`src/rtl/pipelined_instruction_decoder.sv`:
```
// pipelined_instruction_decoder: registered RV32I decode stage with valid/ready handshake,
// illegal/parity detection and a saturating error counter
module pipelined_instruction_decoder #(
    parameter int XLEN      = 32,
    parameter bit PARITY_EN = 1,
    parameter int CNT_W     = 16
) (
    input  logic             clk,
    input  logic             rst,
    input  logic             in_valid,
    output logic             in_ready,
    input  logic [31:0]      in_instr,
    input  logic             in_parity,
    input  logic             flush,
    output logic             out_valid,
    input  logic             out_ready,
    output logic [8:0]       out_class,
    output logic [3:0]       out_alu_op,
    output logic [2:0]       out_funct3,
    output logic [4:0]       out_rd,
    output logic [4:0]       out_rs1,
    output logic [4:0]       out_rs2,
    output logic [XLEN-1:0]  out_imm,
    output logic             out_illegal,
    output logic             out_parity_err,
    output logic [CNT_W-1:0] err_cnt
);
    localparam logic [3:0] ADD = 4'd0, SUB = 4'd1, SLL = 4'd2, SLT = 4'd3, SLTU = 4'd4,
                           XOR = 4'd5, SRL = 4'd6, SRA = 4'd7, OR = 4'd8, AND = 4'd9,
                           PASS_B = 4'd10;
    logic [6:0]  op, f7;
    logic [2:0]  f3;
    logic [8:0]  cls;
    logic [3:0]  alu_rr, alu;
    logic [31:0] imm;
    logic        illegal, perr, accept;
    assign op = in_instr[6:0];
    assign f3 = in_instr[14:12];
    assign f7 = in_instr[31:25];
    assign cls = {op == 7'h17, op == 7'h37, op == 7'h67, op == 7'h6F, op == 7'h63,
                  op == 7'h23, op == 7'h03, op == 7'h13, op == 7'h33};
    // the opcode compares include instr[1:0], so a non-32-bit encoding never matches a class
    assign illegal = (cls == 9'd0)
        || (cls[0] && !(f7 == 7'h00 || (f7 == 7'h20 && (f3 == 3'd0 || f3 == 3'd5))))
        || (cls[1] && ((f3 == 3'd1 && f7 != 7'h00) || (f3 == 3'd5 && f7 != 7'h00 && f7 != 7'h20)))
        || (cls[2] && (f3 == 3'd3 || f3 == 3'd6 || f3 == 3'd7))
        || (cls[3] && f3 > 3'd2)
        || (cls[4] && (f3 == 3'd2 || f3 == 3'd3))
        || (cls[6] && f3 != 3'd0);
    assign perr   = PARITY_EN && ((^in_instr) != in_parity);
    assign accept = in_valid && in_ready;
    assign in_ready = !out_valid || out_ready;
    always_comb begin
        case (f3)
            3'd0:    alu_rr = (cls[0] && f7[5]) ? SUB : ADD;
            3'd1:    alu_rr = SLL;
            3'd2:    alu_rr = SLT;
            3'd3:    alu_rr = SLTU;
            3'd4:    alu_rr = XOR;
            3'd5:    alu_rr = f7[5] ? SRA : SRL;
            3'd6:    alu_rr = OR;
            default: alu_rr = AND;
        endcase
        alu = illegal ? ADD : (cls[0] || cls[1]) ? alu_rr : cls[4] ? SUB : cls[7] ? PASS_B : ADD;
        imm = illegal ? 32'd0
            : (cls[1] || cls[2] || cls[6]) ? {{20{in_instr[31]}}, in_instr[31:20]}
            : cls[3] ? {{20{in_instr[31]}}, in_instr[31:25], in_instr[11:7]}
            : cls[4] ? {{20{in_instr[31]}}, in_instr[7], in_instr[30:25], in_instr[11:8], 1'b0}
            : (cls[7] || cls[8]) ? {in_instr[31:12], 12'd0}
            : cls[5] ? {{12{in_instr[31]}}, in_instr[19:12], in_instr[20], in_instr[30:21], 1'b0}
            : 32'd0;
    end
    always_ff @(posedge clk or posedge rst) begin
        if (rst) begin
            out_valid      <= 1'b0;
            out_class      <= '0;
            out_alu_op     <= '0;
            out_funct3     <= '0;
            out_rd         <= '0;
            out_rs1        <= '0;
            out_rs2        <= '0;
            out_imm        <= '0;
            out_illegal    <= 1'b0;
            out_parity_err <= 1'b0;
            err_cnt        <= '0;
        end else begin
            out_valid <= !flush && (accept || (out_valid && !out_ready));
            if (accept && !flush) begin
                out_class      <= illegal ? 9'd0 : cls;
                out_alu_op     <= alu;
                out_funct3     <= f3;
                out_rd         <= in_instr[11:7];
                out_rs1        <= in_instr[19:15];
                out_rs2        <= in_instr[24:20];
                out_imm        <= XLEN'($signed(imm));
                out_illegal    <= illegal;
                out_parity_err <= perr;
                if ((illegal || perr) && err_cnt != '1) err_cnt <= err_cnt + CNT_W'(1);
            end
        end
    end
endmodule
```
`config.mk`:
```
export PLATFORM = sky130hd
export DESIGN_NAME = pipelined_instruction_decoder
export DESIGN_NICKNAME = d
export VERILOG_FILES = /design/src/rtl/pipelined_instruction_decoder.sv
export SDC_FILE = /design/constraint.sdc
export NUM_CORES = 1
export LEC_CHECK = 0
export CAP_MARGIN = 20
export CORE_ASPECT_RATIO = 2
export CORE_MARGIN = 4
export CORE_UTILIZATION = 44
export CTS_CLUSTER_DIAMETER = 120
export DETAILED_ROUTE_END_ITERATION = 16
export HOLD_SLACK_MARGIN = 0.03
export PLACE_DENSITY = 0.77
export RECOVER_POWER = 25
export SLEW_MARGIN = 10
export SYNTH_ARGS = -nofsm -noshare
export SYNTH_HDL_FRONTEND = slang
export SYNTH_SLANG_ARGS = --single-unit
```
`constraint.sdc`:
```
create_clock -name clk -period 2.8 [get_ports clk]
set_input_delay 0.56 -clock clk [delete_from_list [all_inputs] [get_ports clk]]
set_output_delay 0.56 -clock clk [all_outputs]
set_load 0.1 [all_outputs]
```
==> flow_summary_export.csv <==
group,metric,value,unit
final_layout,layout-area-overhead-vs-synth,49.9,%
cts,cts.reportedPaths.clkPinSlew,0.06,ns
global_routing,grt_start_max_net_pins,61,
final_layout,antenna_diode_count,0,
floorplanning,initial_utilization,45.3,%
route,routed-via-count,4204,
final_layout,most_used_cells_in_the_layout_excluding_fill_and_tap_cells,"buf_4, nand2_1, dfrtp_1, nor2_1, clkdlybuf4s50_1",
power,power.share.sequential,32.6,%
cts,worst_skew_pair.late_latency,0.34,ns
power,power.internal,0.00259,W
global_routing,grt-ovfl-total,0,
sta,achievable-frequency,364,MHz
route,drt_pass1_iterations,4,
logic_synthesis,synth.ff_latch_count,82,
critical_path,timing.critical_path.fanout_max,6,
cts,clockRootBuffer,"clkbuf_16",
floorplanning,die_width,78.9,um
route,wl_per_cell,17.3,um
route,routed-wl-met3,826,um
power,power.density_cell_area,627,nW/um^2
global_routing,grt_pass1_vias,4360,
critical_path,timing.critical_path.required,3.02,ns
route,dr_wl_met2,7530,um
job,cap_viol_max_count,1,
power,clkPwrFrac,32.0,%
sta,hold_violations,0,
cts,cts_made_buffers,9,
status,violations,"capacitance limit",
floorplanning,die_area,11800,sq um
placed_design,numPortBuffers,120,
logic_synthesis,synthesis.instances,467,
global_routing,grtUsageTotal,23.6,%
sta,slew_violations,0,
sta,report.final.setup_viol,0,
cts,cts_tree,"done",
power,peak_ir_drop_on_the_vdd_network,0.444,mV
logic_synthesis,yosysSeqAreaShare,46.4,%
sta,setup_ws,0.0550,ns
placed_design,post-dp-hpwl,10300,um
worst_hold_path,hp-class,"flip-flop to flip-flop",
final_layout,leading_cell_type_in_the_layout_fill_and_taps_excluded,"buf_4",
floorplanning,placement_rows,51,
logic_synthesis,yosys_warnings,0,
placed_design,placed_cells_incl_taps,771,
power,share_comb_of_total_power,35.4,%
power,power.leakage,3.41,nW
logic_synthesis,syn_nets,518,
status,outcome,"finished with violations",
route,highest-signal-layer,"met4",
placed_design,place_ws,-0.691,ns
placed_design,postPlaceCellArea,6110,sq um
route,post_drt_via_cell_ratio,5.34,
final_layout,fill_cells,762,
worst_hold_path,min_path_cells,2,
route,initialDrtViolationCount,181,
global_routing,antenna_violations_before_repair,0,
logic_synthesis,synth_cell_type_count,52,
final_layout,layout.cell_area.non_filler,6630,sq um
cts,clock_sinks,82,
placed_design,routabilityCongestion,0.910,
sta,grt_setup_unrepaired,"true",
logic_synthesis,share_of_synthesized_registers_carrying_an_async_set_or_reset,100,%
sta,maxSlewHeadroom,0.129,%
final_layout,num-nets-final,702,
sta,final_min_period_over_clock_period,98.0,%
logic_synthesis,synthFlopType,"dfrtp_1",
critical_path,timing.setup.critical_path_class,"input pin to flip-flop",
floorplanning,ioPinCount,121,
route,drt_drc_violations_left,0,
critical_path,crit_path_start_kind,"input pin",
sta,fin_worst_hold_slack,0.478,ns
power,switching_share,37.7,%
sta,finalWorstPathRequiredPeriod,2.75,ns
route,ant_nets,0,
cts,clockBufferDepth,2,
critical_path,cp-end-kind,"flip-flop",
global_routing,grt_pass1_wl,21500,um
route,route.layer.met1.wl,4700,um
final_layout,share_of_final_layout_standard_cells_stronger_than_drive_strength_1,33.3,%
final_layout,final-instance-count-excl-fill,787,
logic_synthesis,synth-edff-count,0,
sta,tightest_slew,1.50,ns
floorplanning,fp.dieH,150,um
critical_path,crit_arrival,2.96,ns
floorplanning,coreArea,9760,sq um
route,totalWireLength,13600,um
power,switching_power,0.00157,W
sta,clock_skew,0.00491,ns
critical_path,rr_worst_depth,6,
logic_synthesis,synthesis.area,4420,sq um
logic_synthesis,synth.avg_cell_area,9.47,sq um
cts,htree_num_levels,3,
-- worst paths after layout --
path	startpoint	end	slack, ns
setup / recovery	in_instr[19]	err_cnt[13]	0.05
hold / removal	out_funct3[0]	out_funct3[0]	0.48
setup reg to reg	err_cnt[6]	err_cnt[1]	0.58
hold reg to reg	out_funct3[0]	out_funct3[0]	0.48
max in group asynchronous	rst	out_valid	0.57
min in group asynchronous	rst	err_cnt[11]	1.10
-- per-layer routing --
metal  GRT usage (%)  vias to the layer above
li1                -                     1988
met1            24.8                     2021
met3            4.64                       37
met4            12.6                        0
met5               0                        -
met2            43.5                      158
-- state kept, by name (all words and copies together) (netlist names) --
name / flops
out_rd: 5
out_imm: 32
out_rs2: 5
out_parity_err: 1
out_valid: 1
out_alu_op: 4
out_illegal: 1
out_rs1: 5
out_class: 9
err_cnt: 16
out_funct3: 3
-- Yosys cell counts (all sizes together), types with 3 or more instances --
cell,n,area share (%)
buf,3,0.62
a21o,8,1.4
dfrtp,82,46
nor3,14,3.1
a22o,20,4.0
ha,13,3.7
and3,4,0.57
xor2,16,3.2
nand3b,4,0.68
clkbuf,24,2.0
nor2,27,2.5
nand3,18,2.0
nor2b,5,0.71
xnor2,19,3.9
a21oi,14,1.6
nand2b,3,0.42
o21ai,30,3.4
o31ai,14,2.5
a211oi,3,0.51
inv,9,0.76
mux2,3,0.85
nand2,104,8.8
nor4,4,0.71
xnor3,3,1.6
nand4,3,0.42
-- per-stage QoR --
stage / TNS (ns) / util (%) / power (W)
final: 0 / 67.9 / 0.00415
after detailed placement: -17.04 / 62.6 / 0.00281
after floorplan: -0.0532 / - / 0.00239
after global placement: -16.83 / 62.6 / 0.00278
after global routing: -0.150 / 67.9 / 0.00430
after CTS: -0.0591 / 67.0 / 0.00415
-- worst max-delay path, cell delays in order --
cell and delay (ns):
clkdlybuf4s50_1 0.53, xnor2_1 0.15, xnor2_1 0.17, xnor3_1 0.39
xnor3_2 0.42, nor3_4 0.23, buf_12 0.15, buf_4 0.15
nor3_2 0.05, xor2_1 0.15
-- power groups by stage --
stage	logic (W)	registers, W	clock network, W
after floorplan	0.000390	0.00200	0
after global placement	0.00141	0.00137	0
after detailed placement	0.00144	0.00137	0
after CTS	0.00145	0.00136	0.00134
after global routing	0.00153	0.00137	0.00139
final	0.00147	0.00136	0.00133
-- cell type report --
cell class,instances,area [sq um],area share [%]
multi-input cells,349,2380,35.9
flip-flops and latches,82,2050,31.0
repair buffers,200,1660,25.1
clock buffers,10,229,3.46
well taps,132,165,2.49
clock inverters,5,104,1.57
inverters,9,35.0,0.529
-- cell families (layout without fill, tap and decap cells) --
group | after synthesis | count (layout) | share of synthesized area (%)
fa+ha+maj | 13 | 13 | 3.68
buf+inv | 36 | 224 | 3.42
compound gates | 102 | 102 | 15.7
mux | 4 | 4 | 1.08
simple gates | 192 | 192 | 21.1
flops | 82 | 82 | 46.4
xor+xnor | 38 | 38 | 8.66
-- timing repair --
action	CTS	global route
setup buffers	1	0
hold buffers	0	0
setup endpoints to repair	16	48
pin swaps	8	13
gates resized for setup	16	27
cloned	0	0
Power figures use the tool's default switching activity.
